File: src/rtl/atm_session_if.sv
// -----------------------------------------------------------------------------
// atm_session_if
// Groups the card/keypad inputs and the status/cash outputs of the ATM session
// controller into one bundle.
//   master : the card reader / keypad side (drives card and key inputs,
//            observes the controller's status outputs)
//   slave  : the session controller itself
// Signals:
//   card_in        card present level
//   key_valid      one-cycle strobe qualifying key_code / pin_in / amount_in
//   key_code[2:0]  001 withdraw, 010 deposit, 011 balance, 100 exit
//   pin_in         PIN entry
//   amount_in      transaction amount
//   y_out[2:0]     current state encoding
//   y_out_flash    error indicator
//   balance_out    current balance
//   dispense_valid one-cycle cash pulse, dispense_amt valid with it
//   card_locked    lockout active
//   err_code[1:0]  00 none, 01 bad PIN, 10 insufficient/zero, 11 overflow
// -----------------------------------------------------------------------------
interface atm_session_if #(
  parameter int PIN_W = 4,
  parameter int BAL_W = 16
);
  logic             card_in;
  logic             key_valid;
  logic [2:0]       key_code;
  logic [PIN_W-1:0] pin_in;
  logic [BAL_W-1:0] amount_in;

  logic [2:0]       y_out;
  logic             y_out_flash;
  logic [BAL_W-1:0] balance_out;
  logic             dispense_valid;
  logic [BAL_W-1:0] dispense_amt;
  logic             card_locked;
  logic [1:0]       err_code;

  modport master (
    output card_in, key_valid, key_code, pin_in, amount_in,
    input  y_out, y_out_flash, balance_out, dispense_valid, dispense_amt,
           card_locked, err_code
  );

  modport slave (
    input  card_in, key_valid, key_code, pin_in, amount_in,
    output y_out, y_out_flash, balance_out, dispense_valid, dispense_amt,
           card_locked, err_code
  );
endinterface

File: src/rtl/atm_session_ctrl.sv
// -----------------------------------------------------------------------------
// atm_session_ctrl
// Session controller for a single-account ATM: card insertion, PIN check with
// lockout after MAX_TRIES consecutive wrong PINs, withdraw / deposit / balance
// menu, idle-key timeout, and an error flash indicator.
//
// Ports:
//   clock  single clock, rising edge
//   reset  synchronous, active-high; returns every register to its reset value
//   bus    atm_session_if.slave (card/key inputs, status/cash outputs)
//
// Timing: the session state reacts at the edge that samples an input; every
// output is a register loaded from that state on the following edge, so an
// input sampled at edge N shows up on the outputs after edge N+1.
// -----------------------------------------------------------------------------
module atm_session_ctrl #(
  parameter int               PIN_W       = 4,
  parameter logic [PIN_W-1:0] PIN_VAL     = 4'b1010,
  parameter int               BAL_W       = 16,
  parameter int               INIT_BAL    = 1000,
  parameter int               MAX_TRIES   = 3,
  parameter int               FLASH_CYC   = 4,
  parameter int               TIMEOUT_CYC = 16
) (
  input  logic          clock,
  input  logic          reset,
  atm_session_if.slave  bus
);

  localparam int TRY_W = $clog2(MAX_TRIES + 1);
  localparam int TMO_W = $clog2(TIMEOUT_CYC + 1);
  localparam int FL_W  = $clog2(FLASH_CYC + 1);

  typedef enum logic [2:0] {
    ST_IDLE    = 3'b000,
    ST_PIN     = 3'b001,
    ST_MENU    = 3'b010,
    ST_WDRAW   = 3'b011,
    ST_DEPOSIT = 3'b100,
    ST_BALSHOW = 3'b101,
    ST_LOCKED  = 3'b110,
    ST_EJECT   = 3'b111
  } state_t;

  typedef enum logic [1:0] {
    ERR_NONE  = 2'b00,
    ERR_PIN   = 2'b01,
    ERR_FUNDS = 2'b10,
    ERR_OVF   = 2'b11
  } err_t;

  // ---------------------------------------------------------------------------
  // Session state
  // ---------------------------------------------------------------------------
  state_t           state_q;
  logic [BAL_W-1:0] bal_q;
  logic [TRY_W-1:0] tries_q;     // consecutive wrong PINs, survives eject
  logic [TMO_W-1:0] tmo_q;       // cycles without key_valid in an active state
  logic [FL_W-1:0]  flash_q;     // remaining flash cycles
  err_t             err_q;
  logic             disp_q;      // successful withdraw happened this edge
  logic [BAL_W-1:0] disp_amt_q;

  // ---------------------------------------------------------------------------
  // Output registers
  // ---------------------------------------------------------------------------
  logic [2:0]       y_out_q;
  logic             flash_out_q;
  logic [BAL_W-1:0] bal_out_q;
  logic             dv_q;
  logic [BAL_W-1:0] da_q;
  logic             locked_q;
  logic [1:0]       err_out_q;

  // ---------------------------------------------------------------------------
  // Transaction qualifiers
  // ---------------------------------------------------------------------------
  logic [BAL_W:0]   dep_sum;
  logic             dep_ovf;
  logic             wd_ok;
  logic             pin_ok;
  logic [TRY_W-1:0] tries_inc;
  logic             tries_hit;
  logic             timeout_hit;

  // One extra bit holds the deposit carry, which is exactly the overflow flag.
  assign dep_sum     = {1'b0, bal_q} + {1'b0, bus.amount_in};
  assign dep_ovf     = dep_sum[BAL_W];
  assign wd_ok       = (bus.amount_in != '0) && (bus.amount_in <= bal_q);
  assign pin_ok      = (bus.pin_in == PIN_VAL);
  assign tries_inc   = tries_q + 1'b1;
  assign tries_hit   = (tries_inc >= TRY_W'(MAX_TRIES));
  // tmo_q counts the idle cycles already seen; this edge would be number
  // TIMEOUT_CYC.
  assign timeout_hit = (tmo_q == TMO_W'(TIMEOUT_CYC - 1));

  // ---------------------------------------------------------------------------
  // Session FSM and output stage
  // ---------------------------------------------------------------------------
  // NOTE: every register here is written with <= so all right-hand sides see
  // the pre-edge values; when two assignments hit the same register in one
  // pass (a default followed by a specific case), the later one wins.
  always_ff @(posedge clock) begin
    if (reset) begin
      state_q     <= ST_IDLE;
      bal_q       <= BAL_W'(INIT_BAL);
      tries_q     <= '0;
      tmo_q       <= '0;
      flash_q     <= '0;
      err_q       <= ERR_NONE;
      disp_q      <= 1'b0;
      disp_amt_q  <= '0;
      y_out_q     <= ST_IDLE;
      flash_out_q <= 1'b0;
      bal_out_q   <= BAL_W'(INIT_BAL);
      dv_q        <= 1'b0;
      da_q        <= '0;
      locked_q    <= 1'b0;
      err_out_q   <= ERR_NONE;
    end else begin
      // Output stage: publish the state reached at the previous edge.
      y_out_q     <= state_q;
      flash_out_q <= (flash_q != '0);
      bal_out_q   <= bal_q;
      dv_q        <= disp_q;
      if (disp_q) begin
        da_q <= disp_amt_q;
      end
      locked_q    <= (state_q == ST_LOCKED);
      err_out_q   <= err_q;

      // Defaults, overridden below by the events of this edge.
      disp_q <= 1'b0;
      if (flash_q != '0) begin
        flash_q <= flash_q - 1'b1;
      end
      tmo_q <= '0;

      case (state_q)
        ST_IDLE: begin
          if (bus.card_in) begin
            state_q <= ST_PIN;
          end
        end

        ST_PIN, ST_MENU, ST_WDRAW, ST_DEPOSIT: begin
          if (!bus.card_in) begin
            // Card removal beats any key strobed in the same cycle.
            state_q <= ST_EJECT;
          end else if (!bus.key_valid) begin
            tmo_q <= tmo_q + 1'b1;
            if (timeout_hit) begin
              state_q <= ST_EJECT;
            end
          end else if (state_q == ST_PIN) begin
            if (pin_ok) begin
              tries_q <= '0;
              state_q <= ST_MENU;
            end else begin
              tries_q <= tries_inc;
              err_q   <= ERR_PIN;
              flash_q <= FL_W'(FLASH_CYC);
              state_q <= tries_hit ? ST_LOCKED : ST_PIN;
            end
          end else if (state_q == ST_MENU) begin
            // Only a recognised menu code counts as accepted and clears err.
            case (bus.key_code)
              3'b001: begin state_q <= ST_WDRAW;   err_q <= ERR_NONE; end
              3'b010: begin state_q <= ST_DEPOSIT; err_q <= ERR_NONE; end
              3'b011: begin state_q <= ST_BALSHOW; err_q <= ERR_NONE; end
              3'b100: begin state_q <= ST_EJECT;   err_q <= ERR_NONE; end
              default: ;
            endcase
          end else if (state_q == ST_WDRAW) begin
            if (wd_ok) begin
              bal_q      <= bal_q - bus.amount_in;
              disp_q     <= 1'b1;
              disp_amt_q <= bus.amount_in;
            end else begin
              err_q   <= ERR_FUNDS;
              flash_q <= FL_W'(FLASH_CYC);
            end
            state_q <= ST_MENU;
          end else begin
            if (dep_ovf) begin
              err_q   <= ERR_OVF;
              flash_q <= FL_W'(FLASH_CYC);
            end else begin
              bal_q <= dep_sum[BAL_W-1:0];
            end
            state_q <= ST_MENU;
          end
        end

        ST_BALSHOW: state_q <= ST_MENU;

        ST_LOCKED:  state_q <= ST_LOCKED;

        ST_EJECT:   state_q <= ST_IDLE;
      endcase
    end
  end

  assign bus.y_out          = y_out_q;
  assign bus.y_out_flash    = flash_out_q;
  assign bus.balance_out    = bal_out_q;
  assign bus.dispense_valid = dv_q;
  assign bus.dispense_amt   = da_q;
  assign bus.card_locked    = locked_q;
  assign bus.err_code       = err_out_q;

endmodule

File: src/flat_wrapper.sv
// flat-port wrapper written by rule: the top's interface ports become plain ports
module atm_session_ctrl_flat 
#(
  parameter int               PIN_W       = 4,
  parameter logic [PIN_W-1:0] PIN_VAL     = 4'b1010,
  parameter int               BAL_W       = 16,
  parameter int               INIT_BAL    = 1000,
  parameter int               MAX_TRIES   = 3,
  parameter int               FLASH_CYC   = 4,
  parameter int               TIMEOUT_CYC = 16
)
  (clock, reset, bus_card_in, bus_key_valid, bus_key_code, bus_pin_in, bus_amount_in, bus_y_out, bus_y_out_flash, bus_balance_out, bus_dispense_valid, bus_dispense_amt, bus_card_locked, bus_err_code);
  atm_session_if #(.PIN_W(PIN_W), .BAL_W(BAL_W)) bus_i ();
  input  logic clock;
  input  logic reset;
  input wire logic [$bits(bus_i.card_in)-1:0] bus_card_in;
  input wire logic [$bits(bus_i.key_valid)-1:0] bus_key_valid;
  input wire logic [$bits(bus_i.key_code)-1:0] bus_key_code;
  input wire logic [$bits(bus_i.pin_in)-1:0] bus_pin_in;
  input wire logic [$bits(bus_i.amount_in)-1:0] bus_amount_in;
  output wire logic [$bits(bus_i.y_out)-1:0] bus_y_out;
  output wire logic [$bits(bus_i.y_out_flash)-1:0] bus_y_out_flash;
  output wire logic [$bits(bus_i.balance_out)-1:0] bus_balance_out;
  output wire logic [$bits(bus_i.dispense_valid)-1:0] bus_dispense_valid;
  output wire logic [$bits(bus_i.dispense_amt)-1:0] bus_dispense_amt;
  output wire logic [$bits(bus_i.card_locked)-1:0] bus_card_locked;
  output wire logic [$bits(bus_i.err_code)-1:0] bus_err_code;
  assign bus_i.card_in = bus_card_in;
  assign bus_i.key_valid = bus_key_valid;
  assign bus_i.key_code = bus_key_code;
  assign bus_i.pin_in = bus_pin_in;
  assign bus_i.amount_in = bus_amount_in;
  assign bus_y_out = bus_i.y_out;
  assign bus_y_out_flash = bus_i.y_out_flash;
  assign bus_balance_out = bus_i.balance_out;
  assign bus_dispense_valid = bus_i.dispense_valid;
  assign bus_dispense_amt = bus_i.dispense_amt;
  assign bus_card_locked = bus_i.card_locked;
  assign bus_err_code = bus_i.err_code;
  atm_session_ctrl #(.PIN_W(PIN_W), .PIN_VAL(PIN_VAL), .BAL_W(BAL_W), .INIT_BAL(INIT_BAL), .MAX_TRIES(MAX_TRIES), .FLASH_CYC(FLASH_CYC), .TIMEOUT_CYC(TIMEOUT_CYC)) u_core (.clock(clock), .reset(reset), .bus(bus_i));
endmodule
File: config.mk
export PLATFORM = sky130hd
export DESIGN_NAME = atm_session_ctrl_flat
export DESIGN_NICKNAME = d
export VERILOG_FILES = /design/src/rtl/atm_session_if.sv /design/src/rtl/atm_session_ctrl.sv /design/src/flat_wrapper.sv
export SDC_FILE = /design/constraint.sdc
export NUM_CORES = 1
export LEC_CHECK = 0
export CAP_MARGIN = 30
export CORE_ASPECT_RATIO = 0.9
export CORE_MARGIN = 2
export CORE_UTILIZATION = 60
export CTS_CLUSTER_DIAMETER = 40
export DETAILED_ROUTE_END_ITERATION = 8
export GPL_ROUTABILITY_DRIVEN = 0
export PLACE_DENSITY = 0.86
export SLEW_MARGIN = 20
export SYNTH_ARGS = -nofsm -noshare
export SYNTH_HDL_FRONTEND = slang
export SYNTH_SLANG_ARGS = --single-unit
export TNS_END_PERCENT = 5
File: constraint.sdc
create_clock -name clock -period 6.3 [get_ports clock]
set_input_delay 1.89 -clock clock [delete_from_list [all_inputs] [get_ports clock]]
set_output_delay 1.89 -clock clock [all_outputs]
set_load 0.005 [all_outputs]
==> results.md <==
* Status: complete, no violations
* Largest net degree at the start of global routing at 53
* Post-Synthesis Net Count at 647
* FILL cells at 615
* Register share of total power at 44.7%
* Horiz. Die Dim at 99.71 microns
* CTS tree: built
* Yosys cell types at 65
* Placed Area at 0.005595 sq mm
* Multiplexer share of the synthesized area at 8.120%
* TNS Setup at 0 ns
* Leading cell types in the layout, fill and taps excluded: nor2_1 (94), dfxtp_1 (88), clkdlybuf4s50_1 (65)
* Avg Vias per Cell at 5.864
* Area of the core at 0.008029 sq mm
* Antenna-violating nets left at 0
* Num rows at 31
* Clk sink count at 88
* Post-CTS Setup Repair Bufs at 0
* Commonest non-fill, non-tap cell in the layout: nor2_1
* Crit path launch type: primary input
* Global-route wire length before repair at 19,050 microns
* Clock transition at the registers of the reported paths at 0.10 ns
* Highest clock rate at 0.2116 GHz
* Endpoints failing setup at 0
* WS Path Type: primary input to flip-flop
* DP HPWL at 8363 microns
* Max-Cap Viols at 0
* Max Used Layer: met4
* Fin. max-slew vios at 0
* Slew @ Worst Pin at 0.9649 ns
* Vias at 4,310
* Worst EP required at 6.60 ns
* Yosys warning count at 0
* Crit. End Element: flip-flop
* RSZ-0062 raised after global routing: false
* Sequential Area at 0.001762 sq mm
* Slew margin rel. at 35.59%
* Total GRT Usage at 25.98%
* Nets at 697
* Routed wl met3 at 657 microns
* Count of state elements after synthesis at 88
* Num CTS Buffers at 9
* Post-synth EDFFs at 0
* Met2 wire length at 5392 microns
* Slowest Stage Delay on Critical Path at 0.57 ns
* WL met1 at 4963 microns
* Share of cells above drive strength 1 at 5.975%
* Routed len/inst at 15.48 microns
* I/O pin count at 67
* Skew final at 0.01347 ns
* Root Buffer Master: clkbuf_8
* Initial core utilization at 61.60%
* Post-Synth Adder-Cell Area at 10.17%
* CP Cell Sequence: clkdlybuf4s50_1 > inv_1 > ha_1 > nor4_4 > nand3_1 > o21ai_2 > nor3_1 > o41a_1 > a41o_1 > buf_4 > or2_0 > a21oi_1
* DRC errors left at 0
* Initial antenna violation count at 0
* Top_reg_cell synth: dfxtp_1
* Router iterations before antenna repair at 6
* Slowest cell on crit path: clkdlybuf4s50_1
* Sw Pwr at 486.4 uW
* Leak at 2.269 nW
* Complex-gate fraction of the synthesized area at 16.09%
* CP arrival at 5.03 ns
* Number of DRC markers in iteration 0 at 329
* Post-Synth Simple-Gate Area at 19.98%
* XOR/XNOR share of the synthesized area at 3.365%
* Clock Tree Buf Depth at 2
* Clk_lat worst skew at 0.37 ns
* Fin area at 0.005781 sq mm
* Port bufs at 66
* Worst IR Drop VDD at 0.1818 mV
* Mapped Area at 0.004946 sq mm
* Cell area power density at 244.4 mW/mm^2
* Post-Route WL at 11,380 microns
* Antenna diodes at 0
* # hold bufs at CTS at 0
* Gr ovfl total at 0
* HP Class: flip-flop to flip-flop
* Vias in the first global route at 4,115
* Async S/R FF share, synth at 0%
* Switching Share at 34.42%
* Multi-input combinational cell area at 0.002855 sq mm
* Htree depth at 3
* Combinational share of power at 28.6%
* Clk pwr share at 26.7%
* Sequential fraction of the synthesis area at 35.62%
* Power, Total at 1.413 mW
* Worst-path maximum fanout at 28
* Die area at 0.008987 sq mm
* Hold Violations, Final at 0
* Pint at 926.5 uW
* Cts repair resizes at 0
* Layout Area Growth over Synthesis at 16.87%
* Main combinational cell family by area after synthesis: simple AND/OR/NAND/NOR gates
* Die Y at 90.14 microns
* Final period demand of the worst path at 4.726 ns
* Syn_area_per_cell at 8.513 sq um
* Post-Synthesis Cells at 581
* Tcrit/Tclk final at 75.01%
==> cell usage after synthesis (4+ instances only) <==
| cell | count | share of area, % |
|---|---|---|
| dfxtp_1 | 88 | 36 |
| a211oi_1 | 6 | 0.91 |
| nand2b_1 | 9 | 1.1 |
| nor3_1 | 18 | 1.8 |
| xnor2_1 | 18 | 3.2 |
| o211ai_1 | 6 | 0.91 |
| buf_6 | 5 | 1.1 |
| nand2_1 | 17 | 1.3 |
| a21oi_1 | 35 | 3.5 |
| mux2i_1 | 39 | 7.9 |
| ha_1 | 37 | 9.4 |
| or2_2 | 9 | 1.1 |
| inv_1 | 45 | 3.4 |
| nor4_1 | 5 | 0.63 |
| a211o_1 | 6 | 1.1 |
| clkbuf_1 | 21 | 1.6 |
| o41ai_1 | 5 | 0.89 |
| nand3_1 | 8 | 0.81 |
| nor2b_1 | 20 | 2.5 |
| o21ai_0 | 14 | 1.4 |
| and3_1 | 4 | 0.51 |
| nor2_1 | 94 | 7.1 |
| buf_2 | 4 | 0.40 |
| o31ai_1 | 6 | 0.91 |
==> power by group through the flow <==
stage | combinational [mW] | sequential (mW) | clock, mW
final | 0.404 | 0.632 | 0.377
after global routing | 0.453 | 0.637 | 0.404
after CTS | 0.401 | 0.631 | 0.386
after detailed placement | 0.398 | 0.644 | 0
after global placement | 0.383 | 0.643 | 0
after floorplan | 0.317 | 0.621 | 0
==> metrics by stage <==
step	hold WS, ns	cells	util, %	setup WS, ns
6_report	0.4603	735	72.00	1.574
5_1_grt	0.4799	735	72.00	1.376
4_1_cts	0.4669	735	72.00	1.600
3_5_place_dp	0.4465	719	69.69	1.211
3_3_place_gp	0.4280	719	69.69	1.298
2_1_floorplan	0.4176	581	-	2.080
==> cells by family after synthesis <==
group | Yosys count
buf+inv | 76
mux | 40
compound gates | 116
flops | 88
simple gates | 203
xor+xnor | 19
fa+ha+maj | 39
==> layer usage <==
metal / global-route usage (%) / up-vias
met3: 5.054 / 36
li1: - / 2113
met4: 10.84 / 0
met2: 42.91 / 178
met5: 0 / -
met1: 33.09 / 1983
==> cell type report <==
type	instances	share of cell area, %
clock buffers	9	2.143
flip-flops and latches	88	30.48
well taps	99	2.143
inverters	45	2.922
multi-input cells	417	49.39
repair buffers	70	11.86
clock inverters	7	1.061
==> critical path: cells and delay by family <==
kind / cells / cell delay [ns]
fa+ha+maj: 1 / 0.46
simple gates: 4 / 0.86
buf+inv: 3 / 0.87
compound gates: 4 / 0.93
==> final timing paths <==
check,startpoint,endpoint,slack (ns),cells after the start
worst min-delay path,u_core.tmo_q[0],u_core.tmo_q[0],0.46,1
worst max register to register,u_core.bal_q[0],u_core.bal_q[11],3.29,12
worst min register to register,u_core.tmo_q[0],u_core.tmo_q[0],0.46,1
worst max-delay path,bus_amount_in[7],u_core.bal_q[1],1.57,12
==> sequential cells by signal (all words and copies together), names as in the netlist, 2 cells and up <==
name                     count
u_core.tries_q               2
u_core.bus.dispense_amt     16
u_core.bus.err_code          2
u_core.tmo_q                 5
u_core.flash_q               3
u_core.bus.y_out             3
u_core.bus.balance_out      16
u_core.bal_q                16
u_core.state_q               3
u_core.err_q                 2
u_core.disp_amt_q           16
Note: power is estimated with default switching activity, not from simulation.
==> variant 1: new RTL, same flow settings <==
`BAL_W` is set to 16 in 3 places; all go to 24.
--- a/src/rtl/atm_session_if.sv
+++ b/src/rtl/atm_session_if.sv
@@ -20,7 +20,7 @@
 // -----------------------------------------------------------------------------
 interface atm_session_if #(
   parameter int PIN_W = 4,
-  parameter int BAL_W = 16
+  parameter int BAL_W = 24
 );
   logic             card_in;
   logic             key_valid;
--- a/src/rtl/atm_session_ctrl.sv
+++ b/src/rtl/atm_session_ctrl.sv
@@ -16,7 +16,7 @@
 module atm_session_ctrl #(
   parameter int               PIN_W       = 4,
   parameter logic [PIN_W-1:0] PIN_VAL     = 4'b1010,
-  parameter int               BAL_W       = 16,
+  parameter int               BAL_W       = 24,
   parameter int               INIT_BAL    = 1000,
   parameter int               MAX_TRIES   = 3,
   parameter int               FLASH_CYC   = 4,
--- a/src/flat_wrapper.sv
+++ b/src/flat_wrapper.sv
@@ -3,7 +3,7 @@
 #(
   parameter int               PIN_W       = 4,
   parameter logic [PIN_W-1:0] PIN_VAL     = 4'b1010,
-  parameter int               BAL_W       = 16,
+  parameter int               BAL_W       = 24,
   parameter int               INIT_BAL    = 1000,
   parameter int               MAX_TRIES   = 3,
   parameter int               FLASH_CYC   = 4,
Interface: changed (resized bus_amount_in, bus_balance_out and bus_dispense_amt); port bits go from 67 to 91. The function was not compared with the original's and may differ.
==> variant 1 against the unedited design <==
  * Cell area is 46% higher
  * Power increased by 67%
  * Worst hold slack got worse by 4.5 ps
  * Combinational power up 19%
  * Cell count grew 47%
  * Sequential power rose by 34%
  * Routed wire length increased by 53%
  * Register-to-register slack worse by 310 ps
  * Via count increased by 46%
  * Area after synthesis grew 40%
  * Sequential cell count grew 32
  * Clock skew decreased by 3.4 ps
  * Worst setup slack worse by 310 ps
==> variant 1: results (changes against the unedited design) <==
CTS:
- The root buffer selected by CTS is sky130_fd_sc_hd__clkbuf_16 (was sky130_fd_sc_hd__clkbuf_8).
- The CTS clock-pin slew for the worst setup and hold paths came to 50 ps (was 100 ps).
- The number of clock buffers inserted by TritonCTS was 17 (was 9).
- The source-to-sink clock delay at the later pin of the worst-skew pair came to 420 ps (was 370 ps).

STA:
- The maximum clock rate is 0.199 GHz (was 0.212 GHz).
- The slew at the pin with the worst max-slew slack is 915 ps (was 965 ps).

Synth:
- The number of distinct library cell variants in the gate-level netlist after synthesis is 74 (was 65).
- Leading post-synthesis cells by instance count: sky130_fd_sc_hd__nor2_1 (155), sky130_fd_sc_hd__dfxtp_1 (120), sky130_fd_sc_hd__a21oi_1 (85) (was sky130_fd_sc_hd__nor2_1 (94), sky130_fd_sc_hd__dfxtp_1 (88), sky130_fd_sc_hd__inv_1 (45)).
- The total nets after synthesis came to 938 (was 647).

Setup path:
- The data arrival time of the worst path was 5370 ps (was 5030 ps).
- The critical-path maximum fanout is 19 (was 28).
- The largest stage delay on the critical path is 530 ps (was 570 ps).
- The category of cells accounting for the largest share of critical-path delay is buffers and inverters (was compound AO/OA/AOI/OAI gates).

Floorplan:
- The overall die area is 12400 um^2 (was 8990 um^2).

Final layout:
- The fill cell instance count of the final layout came to 815 (was 615).
- The fraction of layout cells with a size suffix above 1 came to 0.0747 (was 0.0597).
- The total number of nets in the final design came to 1001 (was 697).

Outcome:
- Run status: finished, final reports clean (unchanged).

Drt:
- The starting DRC count in detailed routing is 579 (was 329).
- The total length of routed wires is 17500 um (was 11400 um).
- The post-detailed-route via-to-cell ratio was 5.83 (was 5.86).

Global route:
- The overall global routing resource usage is 0.292 (was 0.260).
- The maximum number of pins on one net before global-route repair is 60 (was 53).
- The first-pass GRT wire length is 28600 um (was 19100 um).

Power:
- The power attributed to sequential cells is 0.000845 W (was 0.000632 W).
- The worst IR drop on VDD was 0.000191 V (was 0.000182 V).
- The power of the clock network is 0.00103 W (was 0.000377 W).
[variant 1: kinds of logic (layout without fill, tap and decap cells)]
logic type,Yosys count,after routing,share of synthesized area
flops,120,120,0.348
simple gates,303,303,0.205
buf+inv,101,177,0.0603
compound gates,218,218,0.216
fa+ha+maj,55,55,0.102
mux,26,26,0.0377
xor+xnor,25,25,0.0317
[variant 1: stage by stage]
stage	power [W]	instance area, um^2	utilization	instances	hold slack, ps
finish	0.00236	8460	0.746	1080	456
floorplan	0.00120	6910	-	848	418
detailed placement	0.00132	7830	0.690	1048	444
global route	0.00247	8460	0.746	1080	483
global placement	0.00132	7830	0.690	1048	431
CTS	0.00236	8460	0.746	1080	455
[variant 1: routing by layer]
layer	global-route usage	part of all wire	vias to the layer above
li1	-	-	3061
met1	0.380	0.43	2947
met2	0.474	0.48	251
met3	0.0546	0.057	41
met4	0.121	0.029	0
met5	0	0	-
[variant 1: worst paths after layout]
kind / cells past startpoint / end / startpoint
min: 1 / u_core.tmo_q[0]$_SDFF_PP0_ / u_core.tmo_q[0]$_SDFF_PP0_
min reg2reg: 1 / u_core.tmo_q[0]$_SDFF_PP0_ / u_core.tmo_q[0]$_SDFF_PP0_
max reg2reg: 11 / u_core.bal_q[20]$_SDFFE_PP0P_ / u_core.bal_q[20]$_SDFFE_PP0P_
max: 13 / u_core.bal_q[20]$_SDFFE_PP0P_ / bus_amount_in[19]
[variant 1: final cells by class]
type                    count  area share
repair buffers             97       0.112
clock buffers              21      0.0544
multi-input cells         627       0.484
well taps                 156      0.0231
flip-flops and latches    120       0.284
clock inverters            11      0.0203
inverters                  48      0.0213
==> variant 2: new RTL, config.mk and constraints unchanged <==
Made on the original files. Reset style: asynchronous (`reset`), changed in one clocked block.
--- a/src/rtl/atm_session_ctrl.sv
+++ b/src/rtl/atm_session_ctrl.sv
@@ -100,7 +100,7 @@
   // NOTE: every register here is written with <= so all right-hand sides see
   // the pre-edge values; when two assignments hit the same register in one
   // pass (a default followed by a specific case), the later one wins.
-  always_ff @(posedge clock) begin
+  always_ff @(posedge clock or posedge reset) begin
     if (reset) begin
       state_q     <= ST_IDLE;
       bal_q       <= BAL_W'(INIT_BAL);
Function: differs if reset is asserted again (counterexample within 4 cycles, from zero or initial values and one cycle with reset high); with reset held inactive, the same outputs for 4 cycles.
==> variant 2 against the unedited design <==
  * Area after synthesis grew 4.4%
  * Cell area is 5.8% higher
  * Sequential cell count is the same
  * Worst setup slack worse by 110 ps
  * Global-route usage rose by 0.31 points
  * Routed wire length is 1.2% higher
  * Critical path type unchanged
Power is not compared: it rests on default switching activity, and its combinational part moved more than twofold at a synthesized area within 25%.
==> variant 2: results (changes against the unedited design) <==
Drt:
- The starting DRC count in detailed routing is 291 (was 329).
- The detailed route wirelength on metal3 is 765 um (was 657 um).
- The first-pass iteration count of the detailed router is 8 (was 6).
- The post-detailed-route via-to-cell ratio is 5.99 (was 5.86).

Synth:
- The portion of the post-synthesis area used by sequential elements is 0.429 (was 0.356).
- Top post-synthesis cells by area: sky130_fd_sc_hd__dfrtp_1 (37%), sky130_fd_sc_hd__ha_1 (9.0%), sky130_fd_sc_hd__mux2_2 (7.9%), sky130_fd_sc_hd__dfstp_2 (6.1%), sky130_fd_sc_hd__inv_1 (3.1%) (was sky130_fd_sc_hd__dfxtp_1 (36%), sky130_fd_sc_hd__ha_1 (9.4%), sky130_fd_sc_hd__mux2i_1 (7.9%), sky130_fd_sc_hd__nor2_1 (7.1%), sky130_fd_sc_hd__a21oi_1 (3.5%)).
- The total nets after synthesis is 571 (was 647).
- The most common flop cell mapped by yosys is sky130_fd_sc_hd__dfrtp_1 (was sky130_fd_sc_hd__dfxtp_1).
- The number of distinct library cell variants in the gate-level netlist after synthesis is 69 (was 65).
- The share of synthesized registers carrying an async set or reset is 1.00 (was 0).

Hold path:
- The hold path endpoint is u_core.bus.balance_out[8]$_DFF_PP1_ (was u_core.tmo_q[0]$_SDFF_PP0_).
- The hold-critical path depth is 0 (was 1).
- The critical hold path startpoint is u_core.bal_q[8]$_DFFE_PP1P_ (was u_core.tmo_q[0]$_SDFF_PP0_).

Setup path:
- The capture point of the worst path is u_core.bal_q[10]$_DFFE_PP0P_ (was u_core.bal_q[1]$_SDFFE_PP0P_).
- The startpoint of the worst-slack reg-to-reg timing path is u_core.state_q[1]$_DFFE_PP0P_ (was u_core.bal_q[0]$_SDFFE_PP0P_).
- The critical path launch point is bus_amount_in[6] (was bus_amount_in[7]).
- The setup slack of the worst register-to-register path is 3150 ps (was 3290 ps).
- The category of cells accounting for the largest share of critical-path delay is buffers and inverters (was compound AO/OA/AOI/OAI gates).
- The worst reg-to-reg path cell count is 8 (was 12).
- The critical-path maximum fanout is 15 (was 28).

Final layout:
- The count of inverters other than clock inverters in the layout is 43 (was 45).
- The proportion of cell area spent on the clock network is 0.0372 (was 0.0320).
- The layout buffering overhead excluding clock cells is 0.115 (was 0.119).

CTS:
- The CTS clock-pin slew for the worst setup and hold paths is 80 ps (was 100 ps).

Placed design:
- The placed wire-length estimate is 8360 um (about the same).
- The worst slack at placement came to 1130 ps (was 1210 ps).

Global route:
- The global routing met3 resource utilization is 0.0503 (was 0.0505).
- The overall global routing resource usage is 0.263 (was 0.260).
- The met2 usage in global routing is 0.414 (was 0.429).
- The maximum number of pins on one net before global-route repair was 39 (was 53).

Outcome:
- Run status: finished, final reports clean (unchanged).

STA:
- The tightest slew margin relative to the limit is 0.403 (was 0.356).
[variant 2: cell count changes after synthesis, moves of 5 or more]
cell,before,now
sky130_fd_sc_hd__dfstp_2,0,12
sky130_fd_sc_hd__o41ai_1,5,0
sky130_fd_sc_hd__or2_2,9,3
sky130_fd_sc_hd__o21ai_0,14,26
sky130_fd_sc_hd__a31oi_1,3,9
sky130_fd_sc_hd__dfxtp_1,88,0
sky130_fd_sc_hd__nor2b_1,20,4
sky130_fd_sc_hd__mux2i_1,39,2
sky130_fd_sc_hd__mux2_2,1,36
sky130_fd_sc_hd__dfrtp_1,0,76
sky130_fd_sc_hd__nor2_1,94,34
sky130_fd_sc_hd__clkbuf_1,21,11
[variant 2: through the flow]
step                total power, W  hold slack (ps)  std cells  instance area [um^2]
floorplan                  0.00179              349        505                  5160
global placement           0.00212              376        669                  5870
detailed placement         0.00217              378        670                  5890
CTS                        0.00263              389        685                  6120
global route               0.00283              394        685                  6120
finish                     0.00265              389        685                  6120
